## src/rtl/gdp_pkg.sv

```systemverilog
// Shared types, widths and saturation helpers for the GDP frame scorer.
package gdp_pkg;

  localparam int W     = 16;
  localparam int FRAC  = 8;
  localparam int ACC_W = 32;

  typedef logic signed [W-1:0]     num;
  typedef logic signed [ACC_W-1:0] acc_t;
  // Two guard bits above the accumulator, enough for one add/sub of ACC_W operands.
  typedef logic signed [ACC_W+1:0] wide_t;

  typedef enum logic [1:0] {IDLE, FETCH, MAC, SCORE} state_t;

  // Clamp a guarded value into the signed ACC_W range.
  function automatic acc_t sat_acc(input wide_t v);
    logic [2:0] top;
    top = v[ACC_W+1:ACC_W-1];
    if (top == 3'b000 || top == 3'b111) return v[ACC_W-1:0];
    else if (v[ACC_W+1])                return {1'b1, {(ACC_W-1){1'b0}}};
    else                                return {1'b0, {(ACC_W-1){1'b1}}};
  endfunction

  // Clamp a guarded value into the signed W range.
  function automatic num sat_w(input wide_t v);
    logic [ACC_W-W+2:0] top;
    top = v[ACC_W+1:W-1];
    if (top == '0 || top == '1) return v[W-1:0];
    else if (v[ACC_W+1])        return {1'b1, {(W-1){1'b0}}};
    else                        return {1'b0, {(W-1){1'b1}}};
  endfunction

endpackage

```

## src/rtl/gdp_term_unit.sv

```systemverilog
// One weighted squared-distance term: ((x_d-mean)^2 >>> FRAC) * omega >>> FRAC,
// saturated to the accumulator width. Purely combinational.
module gdp_term_unit
  import gdp_pkg::*;
(
  input  num   x_d,
  input  num   mean,
  input  num   omega,
  output acc_t term
);

  localparam int SQ_W = 2*W + 2;
  localparam int PW   = 3*W + 2 - FRAC;

  logic signed [W:0]           diff;
  logic signed [SQ_W-1:0]      diff_ext;
  logic signed [SQ_W-1:0]      sq_full;
  logic signed [SQ_W-FRAC-1:0] sq;
  logic signed [PW-1:0]        sq_ext;
  logic signed [PW-1:0]        omega_ext;
  logic signed [PW-1:0]        prod;

  // Square the difference, rescale, weight by omega, rescale and saturate.
  always_comb begin
    diff      = {x_d[W-1], x_d} - {mean[W-1], mean};
    diff_ext  = {{(W+1){diff[W]}}, diff};
    sq_full   = diff_ext * diff_ext;
    sq        = (SQ_W-FRAC)'(sq_full >>> FRAC);
    sq_ext    = {{(PW-(SQ_W-FRAC)){sq[SQ_W-FRAC-1]}}, sq};
    omega_ext = {{(PW-W){omega[W-1]}}, omega};
    prod      = sq_ext * omega_ext;
    term      = sat_acc(wide_t'(prod >>> FRAC));
  end

endmodule

```

## src/rtl/gdp_frame_scorer.sv

```systemverilog
// Scores one feature vector against N_SENONES diagonal Gaussians, fetching one
// stats tuple per dimension and streaming saturated scores out with their index.
// Optional feature: define GDP_VECTOR_BUFFER_EN for a one-deep shadow vector that
// chains the next frame without returning to IDLE.
module gdp_frame_scorer
  import gdp_pkg::*;
#(
  parameter int N_DIM     = 26,
  parameter int N_SENONES = 256
) (
  input  logic                         clk,
  input  logic                         reset,
  input  logic                         new_vector_available,
  input  num                           x [N_DIM],
  output logic                         get_new_stats,
  input  logic                         new_stats_available,
  input  num                           mean,
  input  num                           omega,
  input  num                           k,
  output logic [$clog2(N_SENONES)-1:0] senone_index,
  output num                           senone_score,
  output logic                         score_ready,
  output logic                         gdp_idle,
  output logic                         vector_overrun
);

  localparam int DW = $clog2(N_DIM);
  localparam int SW = $clog2(N_SENONES);
  localparam logic [DW-1:0] D_LAST = DW'(N_DIM - 1);
  localparam logic [SW-1:0] S_LAST = SW'(N_SENONES - 1);

  state_t          state_q, state_d;
  logic [DW-1:0]   d_q;
  logic [SW-1:0]   s_q;
  acc_t            acc_q;
  num              vec_q [N_DIM];
  num              mean_q, omega_q, k_q;
  acc_t            term;
  acc_t            acc_next;
  num              score_next;
  wide_t           acc_ext, term_ext, k_ext;

`ifdef GDP_VECTOR_BUFFER_EN
  num              shadow_q [N_DIM];
  logic            pending_q;
  logic            reload;
  assign reload = (state_q == SCORE) && (s_q == S_LAST) && pending_q;
`endif

  gdp_term_unit u_term (
    .x_d   (vec_q[d_q]),
    .mean  (mean_q),
    .omega (omega_q),
    .term  (term)
  );

  assign acc_ext    = {{2{acc_q[ACC_W-1]}}, acc_q};
  assign term_ext   = {{2{term[ACC_W-1]}}, term};
  assign k_ext      = {{(ACC_W+2-W){k_q[W-1]}}, k_q};
  assign acc_next   = sat_acc(acc_ext + term_ext);
  assign score_next = sat_w(k_ext - acc_ext);

  // State register.
  always_ff @(posedge clk or posedge reset) begin
    if (reset) state_q <= IDLE;
    else       state_q <= state_d;
  end

  // Next-state logic and state-decoded handshake/status outputs.
  always_comb begin
    state_d       = state_q;
    get_new_stats = 1'b0;
    gdp_idle      = (state_q == IDLE);
    case (state_q)
      IDLE:  if (new_vector_available) state_d = FETCH;
      FETCH: begin
        get_new_stats = 1'b1;
        if (new_stats_available) state_d = MAC;
      end
      MAC:   state_d = (d_q == D_LAST) ? SCORE : FETCH;
      SCORE: begin
        if (s_q != S_LAST) state_d = FETCH;
`ifdef GDP_VECTOR_BUFFER_EN
        else               state_d = pending_q ? FETCH : IDLE;
`else
        else               state_d = IDLE;
`endif
      end
      default: state_d = IDLE;
    endcase
  end

  // Counters, vector/stats capture, accumulator and registered score outputs.
  always_ff @(posedge clk or posedge reset) begin
    if (reset) begin
      d_q            <= '0;
      s_q            <= '0;
      acc_q          <= '0;
      mean_q         <= '0;
      omega_q        <= '0;
      k_q            <= '0;
      senone_index   <= '0;
      senone_score   <= '0;
      score_ready    <= 1'b0;
      vector_overrun <= 1'b0;
      for (int unsigned i = 0; i < N_DIM; i++) vec_q[i] <= '0;
`ifdef GDP_VECTOR_BUFFER_EN
      for (int unsigned i = 0; i < N_DIM; i++) shadow_q[i] <= '0;
      pending_q      <= 1'b0;
`endif
    end else begin
      score_ready <= 1'b0;
      case (state_q)
        IDLE: begin
          if (new_vector_available) begin
            vec_q <= x;
            s_q   <= '0;
            d_q   <= '0;
            acc_q <= '0;
          end
        end
        FETCH: begin
          if (new_stats_available) begin
            mean_q  <= mean;
            omega_q <= omega;
            if (d_q == '0) k_q <= k;
          end
        end
        MAC: begin
          acc_q <= acc_next;
          if (d_q != D_LAST) d_q <= d_q + 1'b1;
        end
        SCORE: begin
          senone_score <= score_next;
          senone_index <= s_q;
          score_ready  <= 1'b1;
          d_q          <= '0;
          acc_q        <= '0;
          if (s_q == S_LAST) begin
            s_q <= '0;
`ifdef GDP_VECTOR_BUFFER_EN
            if (pending_q) vec_q <= shadow_q;
`endif
          end else begin
            s_q <= s_q + 1'b1;
          end
        end
        default: ;
      endcase
`ifdef GDP_VECTOR_BUFFER_EN
      // A busy-time arrival always lands in the shadow; only a still-full shadow
      // counts as an overrun, and it beats the clear from a same-cycle reload.
      if (new_vector_available && state_q != IDLE) begin
        shadow_q       <= x;
        pending_q      <= 1'b1;
        vector_overrun <= pending_q && !reload;
      end else begin
        vector_overrun <= 1'b0;
        if (reload) pending_q <= 1'b0;
      end
`else
      vector_overrun <= new_vector_available && (state_q != IDLE);
`endif
    end
  end

endmodule
```

## config.mk

```make
export PLATFORM = sky130hd
export DESIGN_NAME = gdp_frame_scorer
export DESIGN_NICKNAME = d
export VERILOG_FILES = /design/src/rtl/gdp_pkg.sv /design/src/rtl/gdp_term_unit.sv /design/src/rtl/gdp_frame_scorer.sv
export SDC_FILE = /design/constraint.sdc
export NUM_CORES = 2
export LEC_CHECK = 0
export ABC_AREA = 1
export CORE_MARGIN = 5
export CORE_UTILIZATION = 30
export CTS_CLUSTER_DIAMETER = 80
export CTS_CLUSTER_SIZE = 24
export DETAILED_ROUTE_END_ITERATION = 8
export PLACE_DENSITY = 0.48
export SKIP_LAST_GASP = 1
export SYNTH_ARGS = -nofsm -noshare
export SYNTH_HDL_FRONTEND = slang
export SYNTH_SLANG_ARGS = --single-unit
```

## constraint.sdc

```tcl
create_clock -name clk -period 34.1 [get_ports clk]
set_input_delay 10.23 -clock clk [delete_from_list [all_inputs] [get_ports clk]]
set_output_delay 10.23 -clock clk [all_outputs]
set_load 0.05 [all_outputs]
```

==> results.toml <==
[clock_tree]
clock_sinks = 537
cts_buffer_depth = 3
clk_latency_ns = 0.73
tritoncts = "built"
post_cts_resized = 0
cts_root_buf = "clkbuf_16"
post_cts_buffers = 0
htree_levels = 2
cts_hold_buf = 0
cts.clk_slew.worst_paths_ns = 0.08
cts_buffers = 49

[timing]
slew_viol_final = 0
setup-tns-final_ns = 0
whs_ns = 0.469
setup_viol = 0
worst_pin_slew_ns = 1.30
hold_violations = 0
finalCritPeriodShare_pct = 65.2
fin_skew_ns = 0.0894
relSlewSlack_pct = 13.1
rsz0062_at_grt = "no"
fin_crit_ns = 22.24
clock.fmax_mhz = 45.0

[synthesis]
synthSimpleGateAreaFrac_pct = 20.9
synthAdderAreaFrac_pct = 31.1
synth_top_family_by_area = "adder cells"
syn_area_sq_mm = 0.0539
synth_xor_area_share_pct = 1.97
ys_top_cells_by_count = "nand2_1 (1967), inv_1 (1258), fa_1 (673)"
synthTopCellsByArea = "fa_1 (25%), dfrtp_1 (25%), nand2_1 (14%)"
yosysMostFrequentCell = "nand2_1"
yosys_warnings = 0
avgSynthCellArea_sq_um = 7.75
synth_top_area_share_pct = 25.0
synth_edf_count = 0
yosysTopAreaCell = "fa_1"
synth_cell_types = 63
synthMuxAreaShare_pct = 0.408
ys.flop_type = "dfrtp_1"
ys_ff_latch = 537
syn_inst = 6960
synth_compound_area_share_pct = 9.72
async_flop_share_pct = 100
ys_seq_area_share_pct = 24.9
synth_nets = 8366

[status]
status = "finished clean"

[worst_setup_path]
crit_path_end_kind = "flip-flop"
setup.worst_path.start = "d_q[0]$_DFFE_PP0P_"
slowest_delay_ns = 1.01
cpMostUsedCell = "inv_1"
crit_fanout = 146
worst_setup_path_start_kind = "flip-flop"
reg2regPathDepth = 87
crit_type = "reg -> reg"
cpMaxStageDelayCell = "xor2_1"
critical_path_arrival_ns = 22.79
rr_startpoint = "d_q[0]$_DFFE_PP0P_"
critPathRequiredTime_ns = 34.65

[flow_run]
max_cap_viol_count = 0

[finish]
drive_gt1_share_pct = 3.45
area_delta_synth_final_pct = 17.0
nFillCells = 19100
finalNetCount = 8701

[detailed_routing]
routed_wl_um = 204000
drtAntennaViolNets = 0
num_vias = 46500
first_pass_iters = 5
drt-initial-drc-count = 3753
wl_per_cell_um = 21.0
avgViaCountPerCell = 4.79
drc = 0

[min_path]
hold_class = "reg -> reg"
whs_path_depth = 2
hp-start = "vec_q[147]$_DFFE_PP0P_"

[floorplan]
core_area_sq_mm = 0.179
fp.dieW_um = 434
ioPinCount = 496
fp.dieArea_sq_mm = 0.188
die_h_um = 434
start_util_pct = 30.2
rows = 155

[global_routing]
grt_pass1_vias = 48600
grt_remaining_overflow = 0
grt_max_degree = 192
grt_use_total_pct = 21.7
grt_first_pass_wirelength_um = 310000
antenna_found_initial = 25

[placement]
hpwl_um = 165000
gp_congestion = 0.883
io_buffers = 495
## state kept, by name, indices dropped and copies added, names as in the netlist
| signal | flops |
|---|---|
| omega_q | 16 |
| senone_index | 8 |
| vector_overrun | 1 |
| d_q | 5 |
| acc_q | 32 |
| mean_q | 16 |
| state_q | 2 |
| score_ready | 1 |
| k_q | 16 |
| senone_score | 16 |
| s_q | 8 |
| vec_q | 416 |
## worst paths after layout
| kind | endpoint | slack [ns] |
|---|---|---|
| min in group asynchronous | vec_q[196]$_DFFE_PP0P_ | 10.09 |
| max | acc_q[2]$_DFFE_PP0P_ | 11.86 |
| min | vec_q[147]$_DFFE_PP0P_ | 0.47 |
| min reg2reg | vec_q[147]$_DFFE_PP0P_ | 0.47 |
| max in group asynchronous | vec_q[335]$_DFFE_PP0P_ | 20.77 |
| max reg2reg | acc_q[2]$_DFFE_PP0P_ | 11.86 |
## metrics by stage
stage,utilization (%),instance area [sq um],setup slack [ns],std cells
finish,35.3,63100,11.86,9699
global route,35.3,63100,10.33,9695
CTS,35.3,63100,11.89,9691
detailed placement,34.3,61300,12.02,9599
global placement,34.3,61300,12.21,9599
floorplan,-,53900,8.86,6960
## routing by layer
| layer | track usage [%] | vias up | part of all wire, % | routed length [um] |
|---|---|---|---|---|
| met1 | 30.1 | 23200 | 46 | 92800 |
| met5 | 0 | - | 0.039 | 80 |
| met3 | 2.84 | 190 | 5.0 | 10100 |
| met4 | 4.61 | 10 | 2.2 | 4470 |
| li1 | - | 21900 | - | - |
| met2 | 36.4 | 1205 | 47 | 96500 |
## cells in the final DEF, fill, tap and decap left out, drive strengths merged, types with 8 or more instances in the layout
master / instances
o22ai: 35
xnor2: 43
buf: 60
clkdlybuf4s50: 495
a31oi: 24
o211ai: 60
clkinv: 24
ha: 265
nor2: 604
o21a: 12
nand2: 1982
mux2: 16
a221oi: 9
a21o: 10
nor4: 11
o21ai: 426
o21bai: 17
diode: 8
inv: 1293
or2: 16
fa: 673
o221ai: 16
nand3: 176
clkbuf: 53
a211oi: 10
dfrtp: 537
nand4: 16
a21oi: 291
nor3: 40
nand3b: 8
xor2: 75
## layout make-up
class | instances | area, sq um | share of cell area [%]
multi-input cells | 4868 | 34600 | 54.8
flip-flops and latches | 537 | 13400 | 21.3
repair buffers | 555 | 5430 | 8.60
inverters | 1284 | 4840 | 7.66
well taps | 2355 | 2950 | 4.67
clock buffers | 53 | 1260 | 2.00
clock inverters | 39 | 559 | 0.886
diodes | 8 | 20.0 | 0.0317
## cell families (layout without fill, tap and decap cells)
logic type / after synthesis / after routing
AOI/OAI and AO/OA: 932 / 932
adders and majority gates: 938 / 938
xor gates and xnor gates: 118 / 118
other: 0 / 8
muxes: 20 / 20
DFF: 537 / 537
buffers and inverters: 1555 / 1931
and+or+nand+nor: 2860 / 2860
## worst max-delay path: cells and delay by family (launching register included)
kind                       cells  cell delay, ns
DFF                            1            0.45
and+or+nand+nor               27            3.91
xor gates and xnor gates       2            1.74
buffers and inverters         20            3.18
adders and majority gates     17            7.59
AOI/OAI and AO/OA             21            5.04
Power is left out: the tool's default activity adds up to more than one toggle a clock period on the data nets, which glitch-free logic cannot reach.
